===== src/rtl/clk_divider_multi.sv =====
// clk_divider_multi: multi-channel programmable clock/tick divider.
// Config writes are staged per channel and applied only at period boundaries.

module clk_div_chan #(
  parameter int W            = 24,
  parameter int RESET_PERIOD = 2000000,
  parameter int RESET_HIGH   = 1000000
) (
  input  logic         clk,
  input  logic         rst,
  input  logic         en,
  input  logic         load,
  input  logic [W-1:0] new_period,
  input  logic [W-1:0] new_high,
  output logic         pend,
  output logic         divided_clk,
  output logic         tick
);

  localparam logic [W-1:0] RP  = W'(RESET_PERIOD);
  localparam logic [W-1:0] RH  = W'(RESET_HIGH);
  localparam logic [W-1:0] ONE = W'(1);

  logic [W-1:0] cnt;
  logic [W-1:0] p_a;
  logic [W-1:0] h_a;
  logic [W-1:0] p_p;
  logic [W-1:0] h_p;
  logic [W-1:0] cnt_nx;
  logic [W-1:0] p_nx;
  logic [W-1:0] h_nx;
  logic         wrap;
  logic         take;
  logic         pend_nx;

  // Staged values swap in on a wrap, or on any idle edge while disabled.
  always_comb begin
    wrap    = (cnt == p_a - ONE);
    take    = pend && (!en || wrap);
    p_nx    = take ? p_p : p_a;
    h_nx    = take ? h_p : h_a;
    pend_nx = (pend && !take) || load;
    cnt_nx  = cnt;
    unique case (1'b1)
      !en:         cnt_nx = p_nx - ONE;
      en && wrap:  cnt_nx = '0;
      en && !wrap: cnt_nx = cnt + ONE;
    endcase
  end

  always_ff @(posedge clk or negedge rst) begin
    if (!rst) begin
      cnt         <= RP - ONE;
      p_a         <= RP;
      h_a         <= RH;
      p_p         <= RP;
      h_p         <= RH;
      pend        <= 1'b0;
      divided_clk <= 1'b0;
      tick        <= 1'b0;
    end else begin
      cnt         <= cnt_nx;
      p_a         <= p_nx;
      h_a         <= h_nx;
      pend        <= pend_nx;
      if (load) begin
        p_p <= new_period;
        h_p <= new_high;
      end
      divided_clk <= en && (cnt_nx < h_nx);
      tick        <= en && (cnt_nx == '0);
    end
  end

endmodule

module clk_divider_multi #(
  parameter int  CH           = 4,
  parameter int  W            = 24,
  parameter int  RESET_PERIOD = 2000000,
  parameter int  RESET_HIGH   = 1000000,
  localparam int CW           = (CH > 1) ? $clog2(CH) : 1
) (
  input  logic          clk,
  input  logic          rst,
  input  logic [CH-1:0] en,
  input  logic          cfg_valid,
  output logic          cfg_ready,
  input  logic [CW-1:0] cfg_ch,
  input  logic [W-1:0]  cfg_period,
  input  logic [W-1:0]  cfg_high,
  output logic          cfg_err,
  output logic [CH-1:0] divided_clk,
  output logic [CH-1:0] tick
);

  logic [CH-1:0] pend;
  logic [CH-1:0] load;
  logic          ch_ok;
  logic          wr_ok;
  logic          xfer;

  assign ch_ok = (int'(cfg_ch) < CH);
  assign wr_ok = ch_ok
              && (cfg_period >= W'(2))
              && (cfg_high <= cfg_period);
  // Out-of-range channels always accept so the error pulse can report them.
  assign cfg_ready = !ch_ok || !pend[cfg_ch];
  assign xfer      = cfg_valid && cfg_ready;

  for (genvar i = 0; i < CH; i++) begin : g_ch
    assign load[i] = xfer && wr_ok && (int'(cfg_ch) == i);

    clk_div_chan #(
      .W            (W),
      .RESET_PERIOD (RESET_PERIOD),
      .RESET_HIGH   (RESET_HIGH)
    ) u_chan (
      .clk         (clk),
      .rst         (rst),
      .en          (en[i]),
      .load        (load[i]),
      .new_period  (cfg_period),
      .new_high    (cfg_high),
      .pend        (pend[i]),
      .divided_clk (divided_clk[i]),
      .tick        (tick[i])
    );
  end

  always_ff @(posedge clk or negedge rst) begin
    if (!rst) begin
      cfg_err <= 1'b0;
    end else begin
      cfg_err <= xfer && !wr_ok;
    end
  end

endmodule


===== config.mk =====
export PLATFORM = sky130hd
export DESIGN_NAME = clk_divider_multi
export DESIGN_NICKNAME = d
export VERILOG_FILES = /design/src/rtl/clk_divider_multi.sv
export SDC_FILE = /design/constraint.sdc
export NUM_CORES = 1
export LEC_CHECK = 0
export CAP_MARGIN = 20
export CORE_MARGIN = 10
export CORE_UTILIZATION = 35
export CTS_BUF_LIST = sky130_fd_sc_hd__clkbuf_8
export CTS_CLUSTER_DIAMETER = 120
export CTS_CLUSTER_SIZE = 30
export DETAILED_ROUTE_END_ITERATION = 10
export MAX_ROUTING_LAYER = met4
export SLEW_MARGIN = 25
export SYNTH_ARGS = -nofsm -noshare
export SYNTH_HDL_FRONTEND = slang
export SYNTH_SLANG_ARGS = --single-unit

===== constraint.sdc =====
create_clock -name clk -period 7.9 [get_ports clk]
set_input_delay 1.185 -clock clk [delete_from_list [all_inputs] [get_ports clk]]
set_output_delay 1.185 -clock clk [all_outputs]
set_load 0.005 [all_outputs]

==> metrics.md, run 1 <==
| Metric | Value |
|---|---|
| Status | completed |
| Via count | between 20000 and 25000 |
| Top cell by count, worst path | nor2_1 |
| Startpoint Class | register |
| Iteration-0 DRC count of the detailed router | about 1900 |
| Die W | ~310 µm |
| Area grow syn2layout | 7.39% |
| Buffers on Ports | 66 |
| Total wire length | 87700 µm |
| Hold Buf Count CTS | 0 |
| Final Cycle Share | 93.5% |
| Critical-path cell list | or4_1, or4_1, o31a_1, a211oi_1, nand4_1, o41ai_4, nand2_4, mux2i_1, ha_1, or4b_2, nand2b_1, or3_1, xor2_1, nand2_1, o21ai_0, o22ai_1, ha_1, nand4_1, nor2_1, nand2_1, nor2_1, a21oi_1, o2111ai_1, nor2_1 |
| Die H | 315 µm |
| Final number of max-transition violations | 0 |
| Syn_area_per_cell | 10.2 µm² |
| Global-route wire length before repair | 137000 µm |
| Clock latency on the worst-skew pair | roughly 700 ps |
| Syn_nets | 3178 |
| Clock transition at path regs | approximately 190 ps |
| Synth area leader | dfrtp_1 |
| CTS tree | yes |
| Row Count | 108 |
| Die ar. | 99100 µm² |
| Highest clock rate | between 100 and 150 MHz |
| Leakage power | between 10 and 15 nW |
| Post-Synthesis Cell Area | between 30000 and 40000 µm² |
| Fin nets | 3147 |
| Synth Register Bits | 493 |
| Max cap viols | 0 |
| WL/cell | 21.2 µm |
| Clk_skew | about 42 ps |
| EDFF count, synth | 0 |
| Critical path required time | 8530 ps |
| Worst Path Max Fanout | 20 |
| Final critical-path required period | 7380 ps |
| Core area | 86500 µm² |
| Vias in the first global route | 22200 |
| # DRC | 0 |
| Crit path largest cell delay | between 700 and 800 ps |
| CP Class | reg -> reg |
| Via/cell ratio | 5.47 |
| # IOs | 67 |
| Final Power | 0.0113 W |
| Post-Route Utilization | 37.8% |
| Layout Cell Area excl Fill | 32700 µm² |
| Worst setup path startpoint | g_ch[0].u_chan.p_a[12] |
| Share of layout cells above drive strength 1 | 19.5% |
| Most common cell in the synthesized netlist | dfrtp_1 |
| R2R Path Start | g_ch[0].u_chan.p_a[12] |
| Clk root buf | clkbuf_8 |
| Total GRT Usage | 17.9% |
| Max-slew headroom at the worst pin | 33.7% |
| Final Hold Viols | 0 |
| Async set-reset flop share out of synthesis | 100% |
| Final setup viols | 0 |
| CTS H-Tree Depth | 1 |
| Share of the synthesized area in the top cell type | 27.1% |
| Total negative slack | 0 ps |
| Initial antenna violation count | 14 |
| Cell count after synthesis | around 3000 |
| RSZ-0062 raised after global routing | false |
| Routability cong. | about 0.91 |
| # clock sinks | roughly 490 |
| Final worst setup slack | 517 ps |
| CP arrival | 8010 ps |
| Initial Utilization | 35.2% |
| Hold Crit Class | in -> async |
| Area after DPL | 32300 µm² |
| Sequential area share after synthesis | between 40% and 50% |
| Detail Route Antenna Nets | 0 |
| Worst-Margin Slew | 985 ps |
| Largest net degree at the start of global routing | 167 |
| Drt pass-1 iters | 5 |
| Synth warn | 0 |
| Distinct cells, synth | just over 90 |
| Top_reg_cell synth | dfrtp_1 |
| Top cells by area, synth | dfrtp_1, dfstp_2, mux2_2, ha_1, xnor2_1 |
| Total grt overflow | 0 |
| VDD IR max | about 0.16 mV |
| Power per cell area | 345 nW/µm² |
| Crit. End Element | register |
| Worst path slowest cell | or4_1 |
| Synth top cells by count | dfrtp_1, mux2_2, inv_1 |
| CTS Buf Count | 20 |
| Max Root-Sink Buffers | 3 |
| DPL Wire Length | 63700 µm |
| Pre-CTS setup slack | 701 ps |
==> cell usage in the layout (no fill, tap or decap), types with 40 or more instances in the layout <==
cell	instances
mux2i_1	129
o21ai_0	84
nor4_1	66
nor3_1	94
xor2_1	145
xnor2_1	169
nand2_1	152
or3_1	40
mux2_2	280
nand3_1	73
nand4_1	47
ha_1	128
clkdlybuf4s50_1	65
o22ai_1	62
dfrtp_1	328
a21oi_1	96
dfstp_2	164
nor2_1	149
inv_1	183
buf_4	61
==> worst paths after layout <==
check	to	slack [ps]	depth (start not counted)
max	g_ch[0].u_chan.divided_clk	520	24
max reg2reg	g_ch[0].u_chan.divided_clk	520	24
max in group asynchronous	g_ch[2].u_chan.pend	6090	2
min reg2reg	g_ch[3].u_chan.h_a[0]	510	2
min	g_ch[1].u_chan.p_a[2]	440	1
min in group clk	g_ch[3].u_chan.h_a[0]	510	2
==> report_power, final <==
group	switching, W	internal, W	total [W]
Combinational	0.00270	0.00242	0.00511
Clock	0.000801	0.000256	0.00106
Sequential	0.00130	0.00379	0.00509
==> worst max-delay path, delay by kind of cell, from the launching register on <==
kind / cells / cell delay (ps)
adders and majority gates: 2 / 650
xor gates and xnor gates: 1 / 150
muxes: 1 / 270
and+or+nand+nor: 13 / 3800
DFF: 1 / 540
AOI/OAI and AO/OA: 7 / 1900
==> metrics by stage <==
| step | hold WS (ps) | cells |
|---|---|---|
| after CTS | 415 | 4131 |
| after global routing | 441 | 4133 |
| after detailed placement | 472 | 4095 |
| final | 437 | 4137 |
| after floorplan | 445 | 2993 |
| after global placement | 471 | 4095 |
==> state kept, by name, summed over array words and instances, names as in the netlist <==
| register | cells |
|---|---|
| g_ch.u_chan.tick | 4 |
| g_ch.u_chan.h_p | 96 |
| g_ch.u_chan.p_a | 96 |
| g_ch.u_chan.h_a | 96 |
| g_ch.u_chan.cnt | 96 |
| cfg_err | 1 |
| g_ch.u_chan.divided_clk | 4 |
| g_ch.u_chan.p_p | 96 |
| g_ch.u_chan.pend | 4 |
==> layout make-up <==
type / count / area (µm²)
tap: 1155 / 1450
clock buffer: 21 / 289
inverter: 171 / 642
fill: 8673 / 53800
multi-input combinational: 2147 / 16500
clock inverter: 15 / 68.8
sequential: 493 / 12500
timing repair buffer: 129 / 1160
antenna: 6 / 15.0
==> layer usage <==
layer  part of all wire (%)  vias up  global-route usage (%)
met2                     44      578                    27.0
met5                      0        -                       -
met1                     48    11300                    25.4
met3                    5.8       78                    2.43
li1                       -    10600                       -
met4                    2.1        0                    3.74
==> cells by family after synthesis <==
kind of cell             Yosys count  synth area share, %
AO/OA/AOI/OAI                    439                 9.64
XOR/XNOR                         316                 9.19
adder cells (fa/ha/maj)          128                 5.27
buffers and inverters            353                 4.64
flip-flops                       493                 41.2
multiplexers                     412                 14.8
AND/OR/NAND/NOR                  852                 15.2
==> what timing repair did <==
action	in CTS	in global routing
resized for setup	0	2
buffers inserted	0	0
setup endpoints to repair	0	1
(Power assumes the default switching activity.)
==> run 2: changes to the inputs <==
--- a/config.mk
+++ b/config.mk
@@ -13,6 +13,7 @@
 export CTS_CLUSTER_SIZE = 30
 export DETAILED_ROUTE_END_ITERATION = 10
 export MAX_ROUTING_LAYER = met4
+export SKIP_LAST_GASP = 1
 export SLEW_MARGIN = 25
 export SYNTH_ARGS = -nofsm -noshare
 export SYNTH_HDL_FRONTEND = slang
==> results of run 2 <==
Final layout, timing and power as in run 1 (identical DEF).
